### src/rtl/jt12_chclamp_acc.sv
// FM output accumulator: per-channel carrier sum with WCH clamp, NCH-channel frame mix clamped to WOUT.
// Optional clipped-frame counter is built when JT12_ACC_CLIPCNT_EN is defined.
module jt12_chclamp_acc #(
  parameter int WIN  = 14,
  parameter int WCH  = 14,
  parameter int WOUT = 16,
  parameter int NCH  = 3
) (
  input  logic                   clk,
  input  logic                   rst,
  input  logic                   clk_en,
  input  logic signed [WIN-1:0]  op_result,
  input  logic                   s1_enters,
  input  logic                   s2_enters,
  input  logic                   s4_enters,
  input  logic [2:0]             alg,
  input  logic                   ch_end,
  input  logic                   zero,
  output logic signed [WOUT-1:0] snd,
  output logic                   snd_valid,
  output logic                   frame_err,
  output logic [7:0]             clip_cnt
);
  localparam int WA = WCH + 4;
  localparam int WS = ((WOUT > WA) ? WOUT : WA) + 1;
  localparam logic signed [WA-1:0] CH_MAX  = WA'((64'sd1 <<< (WCH - 1)) - 64'sd1);
  localparam logic signed [WA-1:0] CH_MIN  = ~CH_MAX;
  localparam logic signed [WS-1:0] OUT_MAX = WS'((64'sd1 <<< (WOUT - 1)) - 64'sd1);
  localparam logic signed [WS-1:0] OUT_MIN = ~OUT_MAX;

  logic signed [WIN+1:0]  ch_acc_q;
  logic signed [WA-1:0]   mix_q, mix_d;
  logic [3:0]             cnt_q, cnt_d;
  logic                   prev_end_q;
  logic                   started_q;
  logic signed [WOUT-1:0] snd_q, snd_d;
  logic                   valid_q;
  logic                   err_q;

  logic                   sum_en;
  logic signed [WA-1:0]   term, ch_prev, ch_sum, chan, mix_base;
  logic signed [WS-1:0]   mix_ext;
  logic [3:0]             cnt_base;

  always_comb begin
    sum_en = 1'b1;
    case (alg)
      3'd0, 3'd1, 3'd2, 3'd3: sum_en = s4_enters;
      3'd4:                   sum_en = s2_enters | s4_enters;
      3'd5, 3'd6:             sum_en = ~s1_enters;
      default:                sum_en = 1'b1;
    endcase

    term    = sum_en ? WA'(op_result) : '0;
    ch_prev = (prev_end_q | zero) ? '0 : WA'(ch_acc_q);
    ch_sum  = ch_prev + term;
    chan    = (ch_sum > CH_MAX) ? CH_MAX : ((ch_sum < CH_MIN) ? CH_MIN : ch_sum);

    mix_ext = WS'(mix_q);
    snd_d   = (mix_ext > OUT_MAX) ? WOUT'(OUT_MAX)
            : ((mix_ext < OUT_MIN) ? WOUT'(OUT_MIN) : WOUT'(mix_ext));

    // A zero slot closes the old frame first, so its own channel seeds the new mix
    mix_base = zero ? '0 : mix_q;
    cnt_base = zero ? 4'd0 : cnt_q;
    mix_d    = ch_end ? (mix_base + chan) : mix_base;
    cnt_d    = ch_end ? ((cnt_base == 4'd15) ? cnt_base : cnt_base + 4'd1) : cnt_base;
  end

  always_ff @(posedge clk) begin
    if (rst) begin
      ch_acc_q   <= '0;
      mix_q      <= '0;
      cnt_q      <= '0;
      prev_end_q <= 1'b0;
      started_q  <= 1'b0;
      snd_q      <= '0;
      valid_q    <= 1'b0;
      err_q      <= 1'b0;
    end else begin
      valid_q <= 1'b0;
      if (clk_en) begin
        ch_acc_q   <= ch_sum[WIN+1:0];
        prev_end_q <= ch_end;
        mix_q      <= mix_d;
        cnt_q      <= cnt_d;
        if (zero) begin
          started_q <= 1'b1;
          // The first boundary after reset only opens a frame; nothing to emit or judge
          if (started_q) begin
            snd_q   <= snd_d;
            valid_q <= 1'b1;
            if (cnt_q != 4'(NCH)) err_q <= 1'b1;
          end
        end
      end
    end
  end

`ifdef JT12_ACC_CLIPCNT_EN
  logic [7:0] clip_q;
  logic       clipped;

  assign clipped = (mix_ext > OUT_MAX) || (mix_ext < OUT_MIN);

  always_ff @(posedge clk) begin
    if (rst) begin
      clip_q <= '0;
    end else if (clk_en && zero && started_q && clipped && (clip_q != 8'hFF)) begin
      clip_q <= clip_q + 8'd1;
    end
  end

  assign clip_cnt = clip_q;
`else
  assign clip_cnt = 8'd0;
`endif

  assign snd       = snd_q;
  assign snd_valid = valid_q;
  assign frame_err = err_q;
endmodule

### config.mk
export PLATFORM = sky130hd
export DESIGN_NAME = jt12_chclamp_acc
export DESIGN_NICKNAME = d
export VERILOG_FILES = /design/src/rtl/jt12_chclamp_acc.sv
export SDC_FILE = /design/constraint.sdc
export NUM_CORES = 1
export LEC_CHECK = 0
export ABC_AREA = 1
export ABC_CLOCK_PERIOD_IN_PS = 17000
export CAP_MARGIN = 20
export CORE_MARGIN = 1
export CORE_UTILIZATION = 62
export DETAILED_ROUTE_END_ITERATION = 12
export PLACE_DENSITY = 0.85
export SYNTH_ARGS = -nofsm -noshare
export SYNTH_HDL_FRONTEND = slang
export SYNTH_SLANG_ARGS = --single-unit
### constraint.sdc
create_clock -name clk -period 17 [get_ports clk]
set_input_delay 3.4 -clock clk [delete_from_list [all_inputs] [get_ports clk]]
set_output_delay 3.4 -clock clk [all_outputs]
set_load 0.1 [all_outputs]
==> impl_metrics.env <==
export IMPL_outcome="completed"
export IMPL_fp_dieArea_um2=7975
export IMPL_die_h_um=89.31
export IMPL_antennaDiodeCount=0
export IMPL_cellPowerDensity_nw_per_um2=86.52
export IMPL_met3_usage=0.07387
export IMPL_use_met1=0.4676
export IMPL_slowest_delay_ps=1020
export IMPL_grt_pass1_wl_um=20550
export IMPL_hp_class="flop to flop"
export IMPL_port_buffers=42
export IMPL_ir_worst_vdd_v=0.00006869
export IMPL_core_um2=7292
export IMPL_nNetsFinal=859
export IMPL_syn_inst=767
export IMPL_drt_iter0_drc=443
export IMPL_synthFlopType="dfxtp_1"
export IMPL_report_final_hold_viol_count=0
export IMPL_top_usage_layer="met2"
export IMPL_worstPathArrival_ps=9090
export IMPL_grtUsageMet2=0.5399
export IMPL_rows=31
export IMPL_io_pins=51
export IMPL_hold_start="ch_acc_q[1]"
export IMPL_period_minus_slack_ps=8870
export IMPL_mostFrequentLayoutCell="nand2_1"
export IMPL_pre_cts_ws_ps=7662
export IMPL_startpoint="zero"
export IMPL_final_fill_count=628
export IMPL_cp_num_cells=33
export IMPL_p_leak_nw=2.659
export IMPL_yosysTopAreaCell="dfxtp_1"
export IMPL_cts_buffer_depth=2
export IMPL_finClkSkew_ps=13.42
export IMPL_maxCapViolations=0
export IMPL_slew_viol_final=0
export IMPL_crit_path_end="mix_q[12]"
export IMPL_cp_buffers_inverters=2
export IMPL_start_util=0.6481
export IMPL_cts_tree="done"
export IMPL_r2r_end="mix_q[12]"
export IMPL_critPathKind="input port to flop"
export IMPL_drt_antenna_violating_nets=0
export IMPL_overflow=0
export IMPL_cts_root_buf="clkbuf_8"
export IMPL_rsz0062_at_grt="false"
export IMPL_via_per_inst=5.508
export IMPL_setup_viol=0
export IMPL_grt_pass1_vias=4341
export IMPL_crit_top_cell="nand2_1"
export IMPL_synth_edf_count=0
export IMPL_cts_resized=0
export IMPL_path_delay_family="simple AND/OR/NAND/NOR gates"
export IMPL_clkTransAtPathRegs_ps=80
export IMPL_antenna_found_initial=0
export IMPL_synth_area_leaders="dfxtp_1 (25%), nand2_1 (15%), inv_1 (9.7%)"
export IMPL_cts_buffers=9
export IMPL_synth_top_area_frac=0.2457
export IMPL_setup_ws_ps=8130
export IMPL_dr_pass1_iters=6
export IMPL_dr_total_vias=4963
export IMPL_track_usage=0.3405
export IMPL_rr_startpoint="prev_end_q"
export IMPL_ys_ff_latch=58
export IMPL_whs_ps=458.6
export IMPL_remaining_drc_errors=0
export IMPL_final_layout_size_suffix_gt1_frac=0.06110
export IMPL_cp_max_fo=20
export IMPL_async_flop_share=0
export IMPL_post_drt_wl_per_cell_um=14.32
export IMPL_period_share=0.5217
export IMPL_crit_path_top_delay_cell="clkdlybuf4s50_1"
export IMPL_synthToLayoutAreaGrowth_pct=14.01
export IMPL_yosys_warnings=0
export IMPL_worst_pin_slew_ps=986.1
export IMPL_avgSynthCellArea_um2=6.161
export IMPL_r2r_worst_path_cells=31
export IMPL_grt_start_max_net_pins=48
export IMPL_hpwl_um=9698
export IMPL_worst_skew_pair_late_latency_ps=360
export IMPL_cts_hold_buf=0
export IMPL_ys_seq_area_frac=0.2457
export IMPL_setup_tns_ps=0
export IMPL_relSlewSlack=0.3406
export IMPL_maxClockFrequency_mhz=112.7
export IMPL_cp_start_kind="input port"
export IMPL_gp_congestion=0.9048
export IMPL_dieWidth_um=89.31
export IMPL_required_ps=17220
export IMPL_post_cts_buffers=0
export IMPL_r2r_setup_slack_ps=12020
export IMPL_synth_cell_types=46
export IMPL_wl_um=12900
export IMPL_end_kind="flop"
export IMPL_synth_area_um2=4726
export IMPL_clock_sinks=58
export IMPL_final_cell_mix="nand2_1 (186), inv_1 (122), a21oi_1 (88)"
export IMPL_h_tree_depth=3
per-layer routing:
metal	vias up	wire length, um
met5	-	0
met4	0	316
met3	32	1127
met2	224	5665
met1	2196	5792
li1	2511	-
state kept, by name, indices dropped and copies added, names as in the netlist:
name and flops:
ch_acc_q 16, cnt_q 4, frame_err 1, mix_q 18, prev_end_q 1, snd 16, snd_valid 1, started_q 1
where the power goes:
group | switching, mW | leakage [nW] | internal (mW)
Sequential | 0.00567 | 0.475 | 0.144
Combinational | 0.114 | 2.07 | 0.0531
Clock | 0.0651 | 0.110 | 0.0837
worst min path at each step:
stage | endpoint | slack (ps) | cells past startpoint
after floorplan | ch_acc_q[0] | 430 | 2
after global placement | frame_err | 440 | 2
after detailed placement | ch_acc_q[1] | 450 | 2
after CTS | ch_acc_q[1] | 460 | 2
after global routing | snd[9] | 480 | 2
final | ch_acc_q[1] | 460 | 2
Yosys cell counts (all sizes together) (3+ instances only):
master / instances
o211ai: 4
o22ai: 4
o31ai: 3
nor3: 7
xnor2: 3
inv: 129
nand3: 24
buf: 13
ha: 35
o21ai: 60
a31oi: 5
a21oi: 88
nand2: 196
clkbuf: 20
nor2: 74
xor2: 13
o21a: 4
dfxtp: 58
nand4: 5
cell families after synthesis:
logic type	Yosys count	synth area share
buffers and inverters	163	0.1366
DFF	58	0.2457
AOI/OAI and AO/OA	179	0.2076
adders and majority gates	37	0.1011
and+or+nand+nor	313	0.2785
xor gates and xnor gates	16	0.02965
other	1	0.0007935
final cells by class:
| class | instances | area [um^2] | area share |
|---|---|---|---|
| Tap cell | 99 | 123.9 | 0.02299 |
| Sequential cell | 58 | 1161 | 0.2155 |
| Clock inverter | 7 | 102.6 | 0.01904 |
| Timing Repair Buffer | 45 | 442.9 | 0.08221 |
| Clock buffer | 9 | 123.9 | 0.02299 |
| Inverter | 130 | 488.0 | 0.09057 |
| Multi-Input combinational cell | 553 | 2945 | 0.5467 |
worst register-to-register path: cells and delay by family, from the launching register on:
| family | cells | cell delay (ps) |
|---|---|---|
| AO/OA/AOI/OAI | 4 | 630 |
| adder cells (fa/ha/maj) | 4 | 1450 |
| buffers and inverters | 2 | 270 |
| flip-flops | 1 | 310 |
| AND/OR/NAND/NOR | 21 | 2220 |
through the flow:
stage	instance area (um^2)	power, mW	std cells	utilization
global placement	5154	0.3129	884	0.7068
floorplan	4752	0.2781	774	-
CTS	5380	0.4627	900	0.7378
global route	5388	0.4921	901	0.7388
detailed placement	5154	0.3161	884	0.7068
finish	5388	0.4661	901	0.7388
Power figures use the tool's default switching activity.
